## src/rtl/vote_controller.sv

```systemverilog
`default_nettype none
// ============================================================================
// Module      : vote_controller
// Description : Poll session controller. Sequences IDLE/OPEN/TALLY/DONE,
//               accepts one-hot ballots over valid/ready with a per-voter
//               lockout, keeps saturating tallies and finds the winner with a
//               serial scan through one shared comparator.
// Revision    : 1.0 - initial release
// ============================================================================
module vote_controller #(
  parameter int N_CAND  = 5,
  parameter int CNT_W   = 32,
  parameter int LOCKOUT = 3
) (
  input  logic                      clk,
  input  logic                      rst,
  input  logic                      start,
  input  logic                      close,
  input  logic                      clear,
  input  logic                      ballot_valid,
  input  logic [N_CAND-1:0]         ballot_sel,
  output logic                      ballot_ready,
  output logic                      polls_open,
  output logic                      busy,
  output logic                      spoil_pulse,
  output logic                      result_valid,
  output logic [$clog2(N_CAND)-1:0] winner_idx,
  output logic [N_CAND-1:0]         winner_mask,
  output logic [CNT_W-1:0]          win_count,
  output logic                      tie,
  output logic [CNT_W-1:0]          total_votes,
  output logic [CNT_W-1:0]          spoiled
);

  localparam int IDX_W = $clog2(N_CAND);
  localparam int LK_W  = (LOCKOUT > 0) ? $clog2(LOCKOUT + 1) : 1;
  localparam logic [CNT_W-1:0] CNT_MAX  = '1;
  localparam logic [IDX_W-1:0] LAST_IDX = IDX_W'(N_CAND - 1);
  localparam logic [LK_W-1:0]  LK_LOAD  = LK_W'(LOCKOUT);

  typedef enum logic [1:0] {
    S_IDLE  = 2'd0,
    S_OPEN  = 2'd1,
    S_TALLY = 2'd2,
    S_DONE  = 2'd3
  } state_t;

  state_t state, next_state;

  logic [CNT_W-1:0]  tally [N_CAND];
  logic [LK_W-1:0]   lock_cnt;
  logic [IDX_W-1:0]  scan_idx;
  logic [CNT_W-1:0]  run_max;
  logic [N_CAND-1:0] run_mask;
  logic [IDX_W-1:0]  run_idx;

  logic              start_go;
  logic              accept;
  logic              sel_onehot;
  logic              scan_last;
  logic [CNT_W-1:0]  cur_tally;
  logic [N_CAND-1:0] scan_bit;
  logic [CNT_W-1:0]  cmp_max;
  logic [N_CAND-1:0] cmp_mask;
  logic [IDX_W-1:0]  cmp_idx;

  assign polls_open   = (state == S_OPEN);
  assign busy         = (state == S_TALLY);
  assign result_valid = (state == S_DONE);
  assign ballot_ready = polls_open && (lock_cnt == '0);
  assign start_go     = (state == S_IDLE) && start;
  assign accept       = ballot_valid && ballot_ready;
  assign sel_onehot   = (ballot_sel != '0) && ((ballot_sel & (ballot_sel - 1'b1)) == '0);
  assign scan_last    = (scan_idx == LAST_IDX);
  assign cur_tally    = tally[scan_idx];
  assign scan_bit     = N_CAND'(1) << scan_idx;

  // State register
  always_ff @(posedge clk or negedge rst) begin
    if (!rst) state <= S_IDLE;
    else      state <= next_state;
  end

  // Next-state decode; each command is honoured only in its own phase
  always_comb begin
    next_state = state;
    case (state)
      S_IDLE:  if (start)     next_state = S_OPEN;
      S_OPEN:  if (close)     next_state = S_TALLY;
      S_TALLY: if (scan_last) next_state = S_DONE;
      S_DONE:  if (clear)     next_state = S_IDLE;
      default:                next_state = S_IDLE;
    endcase
  end

  // Shared comparator: fold the candidate under the scan index into the running max
  always_comb begin
    cmp_max  = run_max;
    cmp_mask = run_mask;
    cmp_idx  = run_idx;
    if ((scan_idx == '0) || (cur_tally > run_max)) begin
      cmp_max  = cur_tally;
      cmp_mask = scan_bit;
      cmp_idx  = scan_idx;
    end else if (cur_tally == run_max) begin
      cmp_mask = run_mask | scan_bit;
    end
  end

  // Datapath: ballot counting, lockout, scan progress and result capture
  always_ff @(posedge clk or negedge rst) begin
    if (!rst) begin
      for (int i = 0; i < N_CAND; i++) tally[i] <= '0;
      lock_cnt    <= '0;
      scan_idx    <= '0;
      run_max     <= '0;
      run_mask    <= '0;
      run_idx     <= '0;
      spoil_pulse <= 1'b0;
      total_votes <= '0;
      spoiled     <= '0;
      winner_idx  <= '0;
      winner_mask <= '0;
      win_count   <= '0;
      tie         <= 1'b0;
    end else begin
      spoil_pulse <= 1'b0;
      if (start_go) begin
        for (int i = 0; i < N_CAND; i++) tally[i] <= '0;
        lock_cnt    <= '0;
        scan_idx    <= '0;
        run_max     <= '0;
        run_mask    <= '0;
        run_idx     <= '0;
        total_votes <= '0;
        spoiled     <= '0;
        winner_idx  <= '0;
        winner_mask <= '0;
        win_count   <= '0;
        tie         <= 1'b0;
      end else begin
        if (accept)                lock_cnt <= LK_LOAD;
        else if (lock_cnt != '0)   lock_cnt <= lock_cnt - 1'b1;

        if (accept) begin
          if (sel_onehot) begin
            for (int i = 0; i < N_CAND; i++) begin
              if (ballot_sel[i] && (tally[i] != CNT_MAX)) tally[i] <= tally[i] + 1'b1;
            end
            if (total_votes != CNT_MAX) total_votes <= total_votes + 1'b1;
          end else begin
            if (spoiled != CNT_MAX) spoiled <= spoiled + 1'b1;
            spoil_pulse <= 1'b1;
          end
        end

        if (state == S_TALLY) begin
          run_max  <= cmp_max;
          run_mask <= cmp_mask;
          run_idx  <= cmp_idx;
          if (scan_last) begin
            scan_idx    <= '0;
            win_count   <= cmp_max;
            winner_mask <= cmp_mask;
            winner_idx  <= cmp_idx;
            tie         <= ((cmp_mask & (cmp_mask - 1'b1)) != '0);
          end else begin
            scan_idx <= scan_idx + 1'b1;
          end
        end
      end
    end
  end

endmodule
`default_nettype wire

```

## config.mk

```make
export PLATFORM = sky130hd
export DESIGN_NAME = vote_controller
export DESIGN_NICKNAME = d
export VERILOG_FILES = /design/src/rtl/vote_controller.sv
export SDC_FILE = /design/constraint.sdc
export NUM_CORES = 1
export LEC_CHECK = 0
export CAP_MARGIN = 20
export CORE_MARGIN = 4
export CORE_UTILIZATION = 45
export CTS_CLUSTER_SIZE = 16
export DETAILED_ROUTE_END_ITERATION = 16
export PLACE_DENSITY = 0.75
export SYNTH_ARGS = -nofsm -noshare
export SYNTH_HDL_FRONTEND = slang
export SYNTH_SLANG_ARGS = --single-unit
```

## constraint.sdc

```tcl
create_clock -name clk -period 10.4 [get_ports clk]
set_clock_uncertainty 0.1 [all_clocks]
set_input_delay 1.56 -clock clk [delete_from_list [all_inputs] [get_ports clk]]
set_output_delay 1.56 -clock clk [all_outputs]
set_load 0.01 [all_outputs]
```

**After elaboration in Yosys (flattened, before gate mapping)**

Cells that the tools add are included.

- Bitwise operators: 4
- Equal/unequal tests: 17
- Reductions and logical operators: 38
- $lt $le $gt $ge: 2
- Add/sub/neg operators: 11
- Mux-type cells: 55
- Shift-type cells: 1

Operators with widths:

| operator | number |
|---|---|
| 2-to-1 mux 32 bit | 21 |
| 2-to-1 mux 160 bit | 3 |
| adder 32 x 1 -> 32 bit, second input constant | 7 |
| inequality test 32 bit, second input constant | 7 |
| binary-select mux 32 bit (select 3 bit) | 1 |
| 2-to-1 mux 5 bit | 7 |
| equality test 32 bit | 1 |
| greater-than comparator 32 bit | 1 |
| 2-to-1 mux 3 bit | 9 |
| nonzero test 2 bit | 12 |
| AND reduction 3 bit | 7 |
| 2-to-1 mux 2 bit | 7 |
| AND 5 bit | 2 |
| nonzero test 5 bit | 2 |
| subtractor 5 x 1 -> 5 bit, second input constant | 2 |
| logical AND 1 bit | 9 |
| inequality test 2 bit, second input constant | 4 |
| one-hot mux 2 bit (4 select lines) | 1 |
| 2-to-1 mux 1 bit | 6 |
| logical NOT 5 bit | 1 |
| bitwise OR 5 bit | 1 |
| left shift 1 x 3 -> 5 bit, first input constant | 1 |
| equality test 2 bit, second input constant | 2 |
| greater-or-equal comparator 4 bit, second input constant | 1 |
| 12 further kinds | 13 |

- Logic and storage cells: 146
- Bits in registers: 313

**Logic depth before layout (Yosys ltp)**

- Depth in word-level cells: 13
- Gate-level depth with buffers: 17
- Gate-level depth less buffers: 15

**Least setup slack after synthesis**

OpenSTA, ideal clock, no wires.

- Kind: reg-to-reg
- Start point: reg scan_idx[0]
- End point: reg win_count[10]
- Cell stages (with the launch flop): 15
- Arrival: 3,837 ps
- Data required time: 10,164 ps
- Slack: 6,326 ps
- Path buffers: 4
- Cells stage by stage: dfrtp_1 -> buf_1 -> buf_1 -> mux2i_1 -> o22ai_1 -> ha_1 -> nand4_1 -> nor4_1 -> nand2_1 -> a21boi_1 -> nor3_1 -> buf_2 -> buf_1 -> a211o_1 -> a21oi_1

- Cells in the longest elaborated chain, start to end: 10
- Elaborated cells between the ends (all ways): 14
- Classes of those cells: 1 x order compare; 1 x eq/ne; 7 x mux; 1 x bitwise; 4 x reduce/logical

Ends and longest elaborated chain:

| what | line | source |
|---|---|---|
| start: declaration | 52 | `logic [IDX_W-1:0] scan_idx;` |
| start signal: assignment | 168 | `scan_idx <= scan_idx + 1'b1;` |
| NOT 3 -> 4 bit (implied by the code) | 75 | `assign cur_tally = tally[scan_idx];` |
| binary-select mux 32 bit (select 3 bit) | 75 |  |
| 2-to-1 mux 32 bit (implied by the code) (2 in series) | 75 |  |
| greater-than comparator 32 bit | 101 | `if ((scan_idx == '0) \|\| (cur_tally > run_max)) begin` |
| logical OR 1 bit | 101 |  |
| 2-to-1 mux 32 bit | 101 |  |
| 2-to-1 mux 32 bit | 161 | `if (scan_last) begin` |
| 2-to-1 mux 32 bit | 157 | `if (state == S_TALLY) begin` |
| 2-to-1 mux 32 bit | 128 | `if (start_go) begin` |
| end signal: assignment | 163 | `win_count <= cmp_max;` |
| end: declaration | 29 | `output logic [CNT_W-1:0] win_count,` |

Parallel ways exist; a longest one is shown, timed or not. The select of a mux whose other input is x is not followed.
A chain may end at the register's enable or synchronous reset.

**Final worst setup path**

- Start point: reg scan_idx[0]
- End point: reg win_count[19]

Same word-level chain as after synthesis.

==> out/metrics.csv <==
metric;value;unit
post-synthesis average cell area;9.07;um2
DR DRC count;0;
CTS root buffer;clkbuf_16;
number of search-and-repair iterations in the first detailed-routing pass;6;
total routed wirelength;47100;um
register-to-register path setup slack;4.60;ns
post-synthesis instance total;1903;
fraction of post-synthesis cell area in the top cell type by area;45.4;%
I/O Buffers;120;
first-pass GRT wire length;77300;um
number of top-level pins;121;
Int Pwr;2510;uW
unrepaired setup endpoints after global routing;false;
area of the die;41600;um2
overflow left after global routing;0;
clock sink total;313;
met1 track demand over resource in global routing;32.1;%
total setup violations reported at the end of the flow;0;
HPWL after detailed placement;32200;um
switching share of total power;33.6;%
beginning of the worst hold path;winner_idx[2]$_DFFE_PN0P_;
Reg area;7840;um2
commonest non-fill, non-tap cell in the layout;nor2_1;
Tcrit/Tclk final;55.8;%
terminating pin of the worst hold path;winner_idx[2]$_DFFE_PN0P_;
crit path max-delay cell type;buf_4;
Worst Reg2Reg Path Length in Cells;16;
total of hold buffers inserted after clock tree synthesis;0;
buffer count from post-CTS setup fixing;0;
Core Footprint;37800;um2
number of distinct library cells after synthesis;72;
top area cells in the synthesized netlist;dfrtp_1, nor2_1, xor2_1, mux2i_1, a21oi_1;
CTS tree;yes;
Data required, critical path;10.73;ns
Final Max Slew Viols;0;
global-route total usage across every layer;22.5;%
GR Util met2;35.4;%
number of buffers added by the clock tree synthesis step;37;
Starting Density;45.7;%
nature of the critical path endpoint;register;
type of the worst setup path;reg2reg;
Data arrival, critical path;6.13;ns
maximum number of buffers from clock root to sink;3;
max-capacitance violation count;0;
flip-flop and latch count after synthesis;313;
count of flip-flops with a built-in enable after synthesis;0;
Final Net Count;2042;
proportion of power drawn by flip-flops and latches;36.9;%
number of antenna violations at the first check in global routing;0;
Worst Setup Start Kind;register;
placed cell area;18900;um2
number of instances resized during post-cts repair;0;
maximum clock rate;172;MHz
cell-by-cell listing of the critical path;buf_4 -> inv_1 -> nor2_2 -> buf_8 -> a21oi_1 -> o22ai_1 -> ha_1 -> nand4_1 -> nor2_1 -> a221oi_1 -> a31oi_1 -> nor3_2 -> buf_4 -> nor2_1 -> a211o_1 -> a21oi_1;
part of the power in combinational logic;27.7;%
Least-Margin Pin Slew;1.02;ns
via count of the first global-routing pass;14300;
Hold Path Stages;2;
clock latency of the later-clocked register in the worst-skew pair;0.53;ns
biggest area consumer among synthesized cells;dfrtp_1;
number of antenna-violating nets in the routed design;0;
HP Class;reg2reg;
area used by multi-input combinational logic;8850;um2
share of the yosys chip area belonging to registers;45.4;%
RR Startpoint;scan_idx[0]$_DFFE_PN0P_;
Synth Cell Area;17300;um2
wire length per cell after detailed routing;18.7;um
net switching power of the design;1270;uW
largest net degree at the start of global routing;207;
vias per cell;5.83;
layout cell share with drive strength beyond 1;5.14;%
worst r2r dst;win_count[19]$_DFFE_PN0P_;
Max FO, Critical Path;69;
total inserted antenna cells;0;
end-of-flow core utilization;53.4;%
vertical die dimension;204;um
weighted congestion reported at the end of routability-driven placement;0.894;
horizontal die dimension;204;um
IR drop worst, VDD;0.000121;V
commonest non-fill, non-tap cells in the layout;nor2_1, dfrtp_1, nand2_1;
aggregate negative setup slack;0;ns
clock share of power;35.3;%
total power;3780;uW
number of hold violations in the final report;0;
normalized max-slew margin;32.2;%
row cnt;71;
synthesized net count;1964;
routing layer with the top usage in global route;met2;
post-layout instance area;20200;um2
fraction of registers with async set/reset;100;%
Area growth, synth to finish;16.8;%
result of the run;completed;
via count;14700;
fill cell count;3353;
Power Density;188;nW/um2
count of H-tree levels built during CTS;2;
leakage component of the power;0.00875;uW
time the final worst path needs with I/O delays and setup;5.80;ns
post-CTS clock slew at the launch and capture registers of the worst setup and hold paths;0.06;ns
max incr delay on CP;0.67;ns
first-iteration detailed-routing DRC count;991;
predominant post-synthesis flop cell;dfrtp_1;
count of yosys warnings during synthesis;0;
grt met3 use;4.01;%
[through the flow]
step | std cells | setup WS [ns] | hold WS [ns]
4_1_cts | 2513 | 4.26 | 0.400
3_3_place_gp | 2450 | 4.18 | 0.387
6_report | 2515 | 4.60 | 0.401
5_1_grt | 2515 | 4.18 | 0.432
3_5_place_dp | 2451 | 4.42 | 0.386
2_1_floorplan | 1903 | 6.33 | 0.402
[cell families after synthesis]
logic type	count (synthesis)	synth area share [%]
muxes	70	4.14
xor gates and xnor gates	187	9.49
buffers and inverters	157	3.49
and+or+nand+nor	806	22.0
AOI/OAI and AO/OA	320	11.9
DFF	313	45.4
adders and majority gates	50	3.62
[worst max-delay path by stage]
stage,from,to,slack (ns),cells past startpoint
floorplan,scan_idx[0]$_DFFE_PN0P_,win_count[10]$_DFFE_PN0P_,6.33,14
global placement,scan_idx[0]$_DFFE_PN0P_,run_max[19]$_DFFE_PN0P_,4.18,15
detailed placement,scan_idx[2]$_DFFE_PN0P_,run_max[4]$_DFFE_PN0P_,4.42,14
CTS,scan_idx[2]$_DFFE_PN0P_,run_max[4]$_DFFE_PN0P_,4.26,14
global route,scan_idx[0]$_DFFE_PN0P_,win_count[19]$_DFFE_PN0P_,4.18,16
finish,scan_idx[0]$_DFFE_PN0P_,win_count[19]$_DFFE_PN0P_,4.60,16
[power by group through the flow]
| stage | combinational [uW] | sequential (uW) | clock [uW] |
|---|---|---|---|
| after global placement | 987 | 1410 | 0 |
| after floorplan | 685 | 1430 | 0 |
| after CTS | 1030 | 1400 | 1360 |
| after detailed placement | 1020 | 1420 | 0 |
| final | 1050 | 1400 | 1340 |
| after global routing | 1150 | 1410 | 1420 |
[per-layer routing]
metal	wire (um)	up-vias
met5	0	-
met4	1340	0
met3	3330	99
met2	21700	566
met1	20800	7215
li1	-	6771
[synth_stat cells (3+ instances only)]
cell and n:
inv_1 59, nor2b_1 8, nor2_1 325, xnor2_1 64
clkbuf_1 80, o21ai_1 5, a311oi_1 3, mux2i_1 68
dfrtp_1 313, buf_2 5, nor4_1 7, nor3_1 20
or3_1 33, nand2b_1 6, nand4_1 54, or2_2 3
o22ai_1 30, a211oi_1 41, nand3_1 92, a21oi_1 126
nand2_1 163, and3_1 36, and4_1 29, o211a_1 3
buf_1 10, ha_1 50, a211o_1 32, and2_1 17
o21ai_0 43, xor2_1 123, or2_1 3
[layout make-up]
class / instances / area share [%]
clock buffers: 50 / 5.33
clock inverters: 12 / 0.844
inverters: 61 / 1.14
multi-input cells: 1433 / 43.9
flip-flops and latches: 313 / 38.8
well taps: 511 / 3.17
repair buffers: 135 / 6.80
[sequential cells by signal (all words and copies together) (netlist names), 2 cells and up]
name         flops
lock_cnt         2
run_idx          3
run_mask         5
run_max         32
scan_idx         3
spoiled         32
state            2
tally          160
total_votes     32
win_count       32
winner_idx       3
winner_mask      5
[worst max-delay path: cells and delay by family (launching register included)]
| family | cells | cell delay [ns] |
|---|---|---|
| and+or+nand+nor | 5 | 1.32 |
| AOI/OAI and AO/OA | 6 | 1.72 |
| adders and majority gates | 1 | 0.35 |
| buffers and inverters | 4 | 1.80 |
| DFF | 1 | 0.34 |
(Power assumes the default switching activity.)
